File: src/rtl/reg_file.sv
// ---------------------------------------------------------------------------
// reg_file
//
// Architectural register file with rename tags. Each register holds a value,
// a busy flag and the ROB index of its youngest in-flight producer. The
// decoder renames destinations at issue and reads two source operands; the
// ROB commits results back into it. A misprediction flush drops every
// pending rename but keeps the committed values.
//
// Ports:
//   clk            system clock, state updates on the rising edge
//   rst_in         asynchronous active-low reset, clears all state
//   rdy_in         when low every register holds its state
//   roll_back      flush all rename tags / busy flags
//   de_in_en       decoder renames de_dest_in to de_rob_idx_in
//   de_dest_in     destination register being renamed
//   de_rob_idx_in  ROB entry that will produce the destination
//   de_rs1_in      source register 1 index (combinational read)
//   de_rs2_in      source register 2 index (combinational read)
//   rsN_busy_out   source waits on an in-flight producer
//   rsN_val_out    source value (meaningful when not busy)
//   rsN_dep_out    ROB index of the producer (meaningful when busy)
//   rf_in_en       ROB commits a register write this cycle
//   rf_rob_idx_in  ROB index being committed
//   rf_dest_in     committed destination register
//   rf_val_in      committed value
// ---------------------------------------------------------------------------
module reg_file #(
    parameter int REG_NUM   = 32,
    parameter int ROB_IDX_W = 4,
    parameter int DATA_W    = 32
) (
    input  logic                 clk,
    input  logic                 rst_in,
    input  logic                 rdy_in,
    input  logic                 roll_back,
    input  logic                 de_in_en,
    input  logic [4:0]           de_dest_in,
    input  logic [ROB_IDX_W-1:0] de_rob_idx_in,
    input  logic [4:0]           de_rs1_in,
    input  logic [4:0]           de_rs2_in,
    output logic                 rs1_busy_out,
    output logic [DATA_W-1:0]    rs1_val_out,
    output logic [ROB_IDX_W-1:0] rs1_dep_out,
    output logic                 rs2_busy_out,
    output logic [DATA_W-1:0]    rs2_val_out,
    output logic [ROB_IDX_W-1:0] rs2_dep_out,
    input  logic                 rf_in_en,
    input  logic [ROB_IDX_W-1:0] rf_rob_idx_in,
    input  logic [4:0]           rf_dest_in,
    input  logic [DATA_W-1:0]    rf_val_in
);

    logic [DATA_W-1:0]    val_q  [REG_NUM];
    logic [DATA_W-1:0]    val_d  [REG_NUM];
    logic                 busy_q [REG_NUM];
    logic                 busy_d [REG_NUM];
    logic [ROB_IDX_W-1:0] tag_q  [REG_NUM];
    logic [ROB_IDX_W-1:0] tag_d  [REG_NUM];

    logic commitHit1;
    logic commitHit2;

    // Source reads. A commit landing on the register in the same cycle is
    // forwarded: its value replaces the stored one, and it frees the source
    // only if it is the producer the tag is waiting for.
    always_comb begin
        rs1_busy_out = 1'b0;
        rs1_val_out  = '0;
        rs1_dep_out  = '0;
        commitHit1   = rf_in_en && (rf_dest_in == de_rs1_in);
        if (de_rs1_in != 5'd0) begin
            rs1_busy_out = busy_q[de_rs1_in] &&
                           !(commitHit1 && (rf_rob_idx_in == tag_q[de_rs1_in]));
            rs1_val_out  = commitHit1 ? rf_val_in : val_q[de_rs1_in];
            rs1_dep_out  = tag_q[de_rs1_in];
        end
    end

    always_comb begin
        rs2_busy_out = 1'b0;
        rs2_val_out  = '0;
        rs2_dep_out  = '0;
        commitHit2   = rf_in_en && (rf_dest_in == de_rs2_in);
        if (de_rs2_in != 5'd0) begin
            rs2_busy_out = busy_q[de_rs2_in] &&
                           !(commitHit2 && (rf_rob_idx_in == tag_q[de_rs2_in]));
            rs2_val_out  = commitHit2 ? rf_val_in : val_q[de_rs2_in];
            rs2_dep_out  = tag_q[de_rs2_in];
        end
    end

    // Next state. Commit is applied first so that a same-cycle rename to the
    // same register overrides its busy clear. A commit whose ROB index no
    // longer matches the tag belongs to an older producer and only writes
    // the value. Rollback wipes all pending renames, including one issued
    // in the flush cycle, but the commit value still lands.
    always_comb begin
        val_d  = val_q;
        busy_d = busy_q;
        tag_d  = tag_q;
        if (rdy_in) begin
            if (rf_in_en && (rf_dest_in != 5'd0)) begin
                val_d[rf_dest_in] = rf_val_in;
                if (tag_q[rf_dest_in] == rf_rob_idx_in) begin
                    busy_d[rf_dest_in] = 1'b0;
                end
            end
            if (roll_back) begin
                for (int i = 0; i < REG_NUM; i++) begin
                    busy_d[i] = 1'b0;
                    tag_d[i]  = '0;
                end
            end else if (de_in_en && (de_dest_in != 5'd0)) begin
                busy_d[de_dest_in] = 1'b1;
                tag_d[de_dest_in]  = de_rob_idx_in;
            end
        end
    end

    // State registers with asynchronous clear.
    always_ff @(posedge clk or negedge rst_in) begin
        if (!rst_in) begin
            for (int i = 0; i < REG_NUM; i++) begin
                val_q[i]  <= '0;
                busy_q[i] <= 1'b0;
                tag_q[i]  <= '0;
            end
        end else begin
            val_q  <= val_d;
            busy_q <= busy_d;
            tag_q  <= tag_d;
        end
    end

endmodule

File: config.mk
export PLATFORM = sky130hd
export DESIGN_NAME = reg_file
export DESIGN_NICKNAME = d
export VERILOG_FILES = /design/src/rtl/reg_file.sv
export SDC_FILE = /design/constraint.sdc
export NUM_CORES = 2
export LEC_CHECK = 0
export ABC_CLOCK_PERIOD_IN_PS = 2710
export BUFFER_PORTS_ARGS = -buffer_cell sky130_fd_sc_hd__buf_2
export CAP_MARGIN = 25
export CORE_MARGIN = 2
export CORE_UTILIZATION = 59
export CTS_BUF_LIST = sky130_fd_sc_hd__clkbuf_4 sky130_fd_sc_hd__clkbuf_8
export DETAILED_ROUTE_END_ITERATION = 12
export PLACE_DENSITY_LB_ADDON = 0.08
export SLEW_MARGIN = 20
export SYNTH_ARGS = -nofsm -noshare
export SYNTH_HDL_FRONTEND = slang
export SYNTH_SLANG_ARGS = --single-unit
File: constraint.sdc
create_clock -name clk -period 2.71 [get_ports clk]
set_input_delay 0.4065 -clock clk [delete_from_list [all_inputs] [get_ports clk]]
set_output_delay 0.4065 -clock clk [all_outputs]
set_load 0.01 [all_outputs]
==> metrics.txt <==
status=finished with violations; failing checks=negative setup slack; Synth Warn #=0; # fillers=7575; endpoint type of the worst setup path=output port; Die ar.=approximately 120000 µm²; Core Rows=between 100 and 150; DP Wirelength=129 mm; ys flop type=dfrtp_1; met2 wire length=about 94 mm; dominant cell type by area after synthesis=dfrtp_1; wire length on met1=between 80 and 90 mm; final worst path period share=137%; Slew Limit Fails=0; Clk pwr share=between 30% and 40%; Top cell by count, worst path=mux4_2; via count=44800; chip height=approximately 340 µm; share of cells above drive strength 1=roughly 60%; final setup skew=between 40 and 50 ps; number of max-cap violations=0; Layout Cells excl Fill=between 6000 and 7000; Yosys cell types=between 50 and 60; CP Launch Point=tag_q[32]; starting DRC count in detailed routing=between 4000 and 5000; first-pass GRT wire length=between 300 and 400 mm; final hold slack=approximately 45 ps; DRC viols=0; Seq cells post-synth=1184; Routed met3 length=about 15 mm; post-layout minimum cycle time=approximately 3700 ps; syn_area_per_cell=approximately 15 µm²; commonest non-fill, non-tap cells in the layout=1179 x dfrtp_1, 1008 x mux2_2, 695 x mux4_2, 380 x buf_4, 263 x clkbuf_8; Hold Vio Cnt, Final=0; number of antenna violations at the first check in global routing=6; ratio of total power to cell area=between 600 and 700 nW/µm²; critical-path cell list=mux4_2 > mux4_2 > o21ai_2 > buf_6 > xnor2_2 > nor3_2 > a211oi_2 > buf_2; Avg Vias per Cell=a little under 7; number of synthesized flops with an enable pin=0; most common cell after layout, fill and taps aside=dfrtp_1; synthesized cell area=around 67000 µm²; Reg2Reg Depth=9; Routed Antenna Nets=0; largest net degree at the start of global routing=roughly 120; synth-to-layout area growth=18.2%; sw frac=~28%; Seq/Total Area, Yosys=between 40 and 50%; Sequential Power Share=approximately 44%; Worst R2R Setup Slack=about 160 ps; detailed-router iteration count before antenna repair=5; top routing layer used=met4; Cells after Synth=4442; Leakage=35.2 nW; Core ar.=approximately 110000 µm²; Yosys top cell area share=44.5%; worst hold path type=in -> async; RSZ-0062 raised after global routing=yes; placed cells=roughly 6100; Slew @ Worst Pin=approximately 660 ps; CP max-delay cell=mux4_2; CP Class=reg -> out; fin worst setup slack=-1000 ps; CP Data Required Time=2300 ps; WL final=approximately 200 mm; Worst-path clk slew=roughly 60 ps; Internal Power=around 36 mW; combinational share of power=about a fifth; CP max stage delay=around 530 ps; top post-synthesis cells by area=dfrtp_1 45%, mux4_2 23%, mux2_2 17%; TritonCTS Buffers=200; Clock Sink Count=1184; Max Buffers Root-to-Sink=3; Max VDD drop=around 0.58 mV; routed len/inst=approximately 31 µm; WP data arrival=around 3300 ps; clock root cell=clkbuf_8; async set or reset register ratio after synthesis=between 90% and 100%; final setup fails=74; H-tree levels=4; buffers added on ports=~140; GR Overflow Total=0; Setup crit end=rs1_busy_out; Starting Density=between 50% and 60%; clk_lat worst skew=950 ps; Critical R2R Capture=busy_q[0]; fin util=between 70 and 80%; max_slew headroom=a little under three fifths; crit path max fanout=4; Layout Nets=a little under 5000; Syn Nets=between 4000 and 5000; total net switching power=13.8 mW; CP Launch Type=flip-flop; Top-Level Pins=140; Worst R2R Start=tag_q[58]; GP Congestion=about 0.96; die width=340 µm; Achievable Freq=about 0.27 GHz; vias in the first global route=approximately 46000; CTS tree=done; GRT Total Usage=between 30% and 40%
-- state kept, by name, summed over array words and instances (netlist names) --
register,cells
val_q,1024
tag_q,128
busy_q,32
-- worst max-delay path: cells and delay by family, from the launching register on --
family,cells,cell delay [ps]
multiplexers,2,1000
AO/OA/AOI/OAI,2,460
flip-flops,1,430
buffers and inverters,2,310
XOR/XNOR,1,100
AND/OR/NAND/NOR,1,60
-- through the flow --
stage	power [mW]	cell area, µm²	setup WS [ps]	setup TNS (ps)
2_1_floorplan	28.0	66600	-91.8	-1440
3_3_place_gp	31.2	73000	-492	-28100
3_5_place_dp	31.5	73000	-474	-30070
4_1_cts	49.5	78400	-1000	-39430
5_1_grt	51.4	78700	-1060	-40840
6_report	49.5	78700	-1000	-34760
-- timing repair --
action / 4_1_cts / 5_1_grt
buffers inserted: 45 / 15
hold buffers: 4 / 0
pin swaps: 80 / 17
endpoints found under the hold margin: 980 / 0
resized for setup: 130 / 38
endpoints found under the setup margin: 74 / 74
-- power by group through the flow --
stage                     clock [mW]  combinational (mW)  sequential (mW)
after detailed placement           0                9.48             22.1
final                           17.7                9.98             21.8
after global placement             0                9.29             21.9
after global routing            18.7                10.6             22.1
after CTS                       17.9                9.88             21.7
after floorplan                    0                6.62             21.4
-- worst min-delay path by stage --
stage,from,slack [ps],depth (start not counted),to
global placement,val_q[1011],380,0,val_q[1011]
detailed placement,val_q[1015],380,0,val_q[1015]
global route,rst_in,40,2,val_q[318]
floorplan,rst_in,110,0,busy_q[0]
CTS,de_dest_in[2],2,4,busy_q[7]
finish,rst_in,50,2,val_q[318]
-- Yosys cell counts, drive strengths merged (2+ instances only) --
cell type,n
nor3b,2
mux4,695
mux2,1008
a31oi,15
or2,6
a211oi,123
o211ai,10
nand4,7
a21oi,38
nor4,4
xor2,8
clkbuf,277
nand2b,7
and3,7
o2111ai,3
nor4b,2
o21ai,41
o22ai,18
o22a,14
nand3,8
inv,21
o2bb2ai,116
buf,234
nor3,8
nand2,87
dfrtp,1184
nor2b,41
xnor2,12
nor2,131
nand3b,3
a221oi,10
and2,13
a22oi,12
mux2i,269
-- final cells by class --
class,count,area [µm²],share of cell area (%)
Multi-Input combinational cell,2726,35400,45.1
Antenna cell,6,15.0,0.0191
Clock buffer,317,4010,5.10
Sequential cell,1184,29600,37.7
Tap cell,1500,1880,2.39
Inverter,21,80.1,0.102
Clock inverter,50,438,0.557
Timing Repair Buffer,696,7150,9.09
-- layer usage --
| metal | vias to the layer above | GRT usage (%) |
|---|---|---|
| li1 | 18200 | - |
| met1 | 24100 | 51.5 |
| met2 | 1967 | 54.0 |
| met3 | 473 | 6.62 |
| met4 | 0 | 14.7 |
| met5 | - | 0 |
-- cells by family (layout without fill, tap and decap cells) --
| family | after synthesis | after routing | share of synthesized area, % |
|---|---|---|---|
| AO/OA/AOI/OAI | 404 | 404 | 4.48 |
| XOR/XNOR | 20 | 20 | 0.263 |
| buffers and inverters | 532 | 1084 | 3.75 |
| flip-flops | 1184 | 1184 | 44.5 |
| multiplexers | 1972 | 1972 | 44.6 |
| other | 0 | 6 | 0 |
| AND/OR/NAND/NOR | 330 | 330 | 2.36 |
Power figures use the tool's default switching activity.
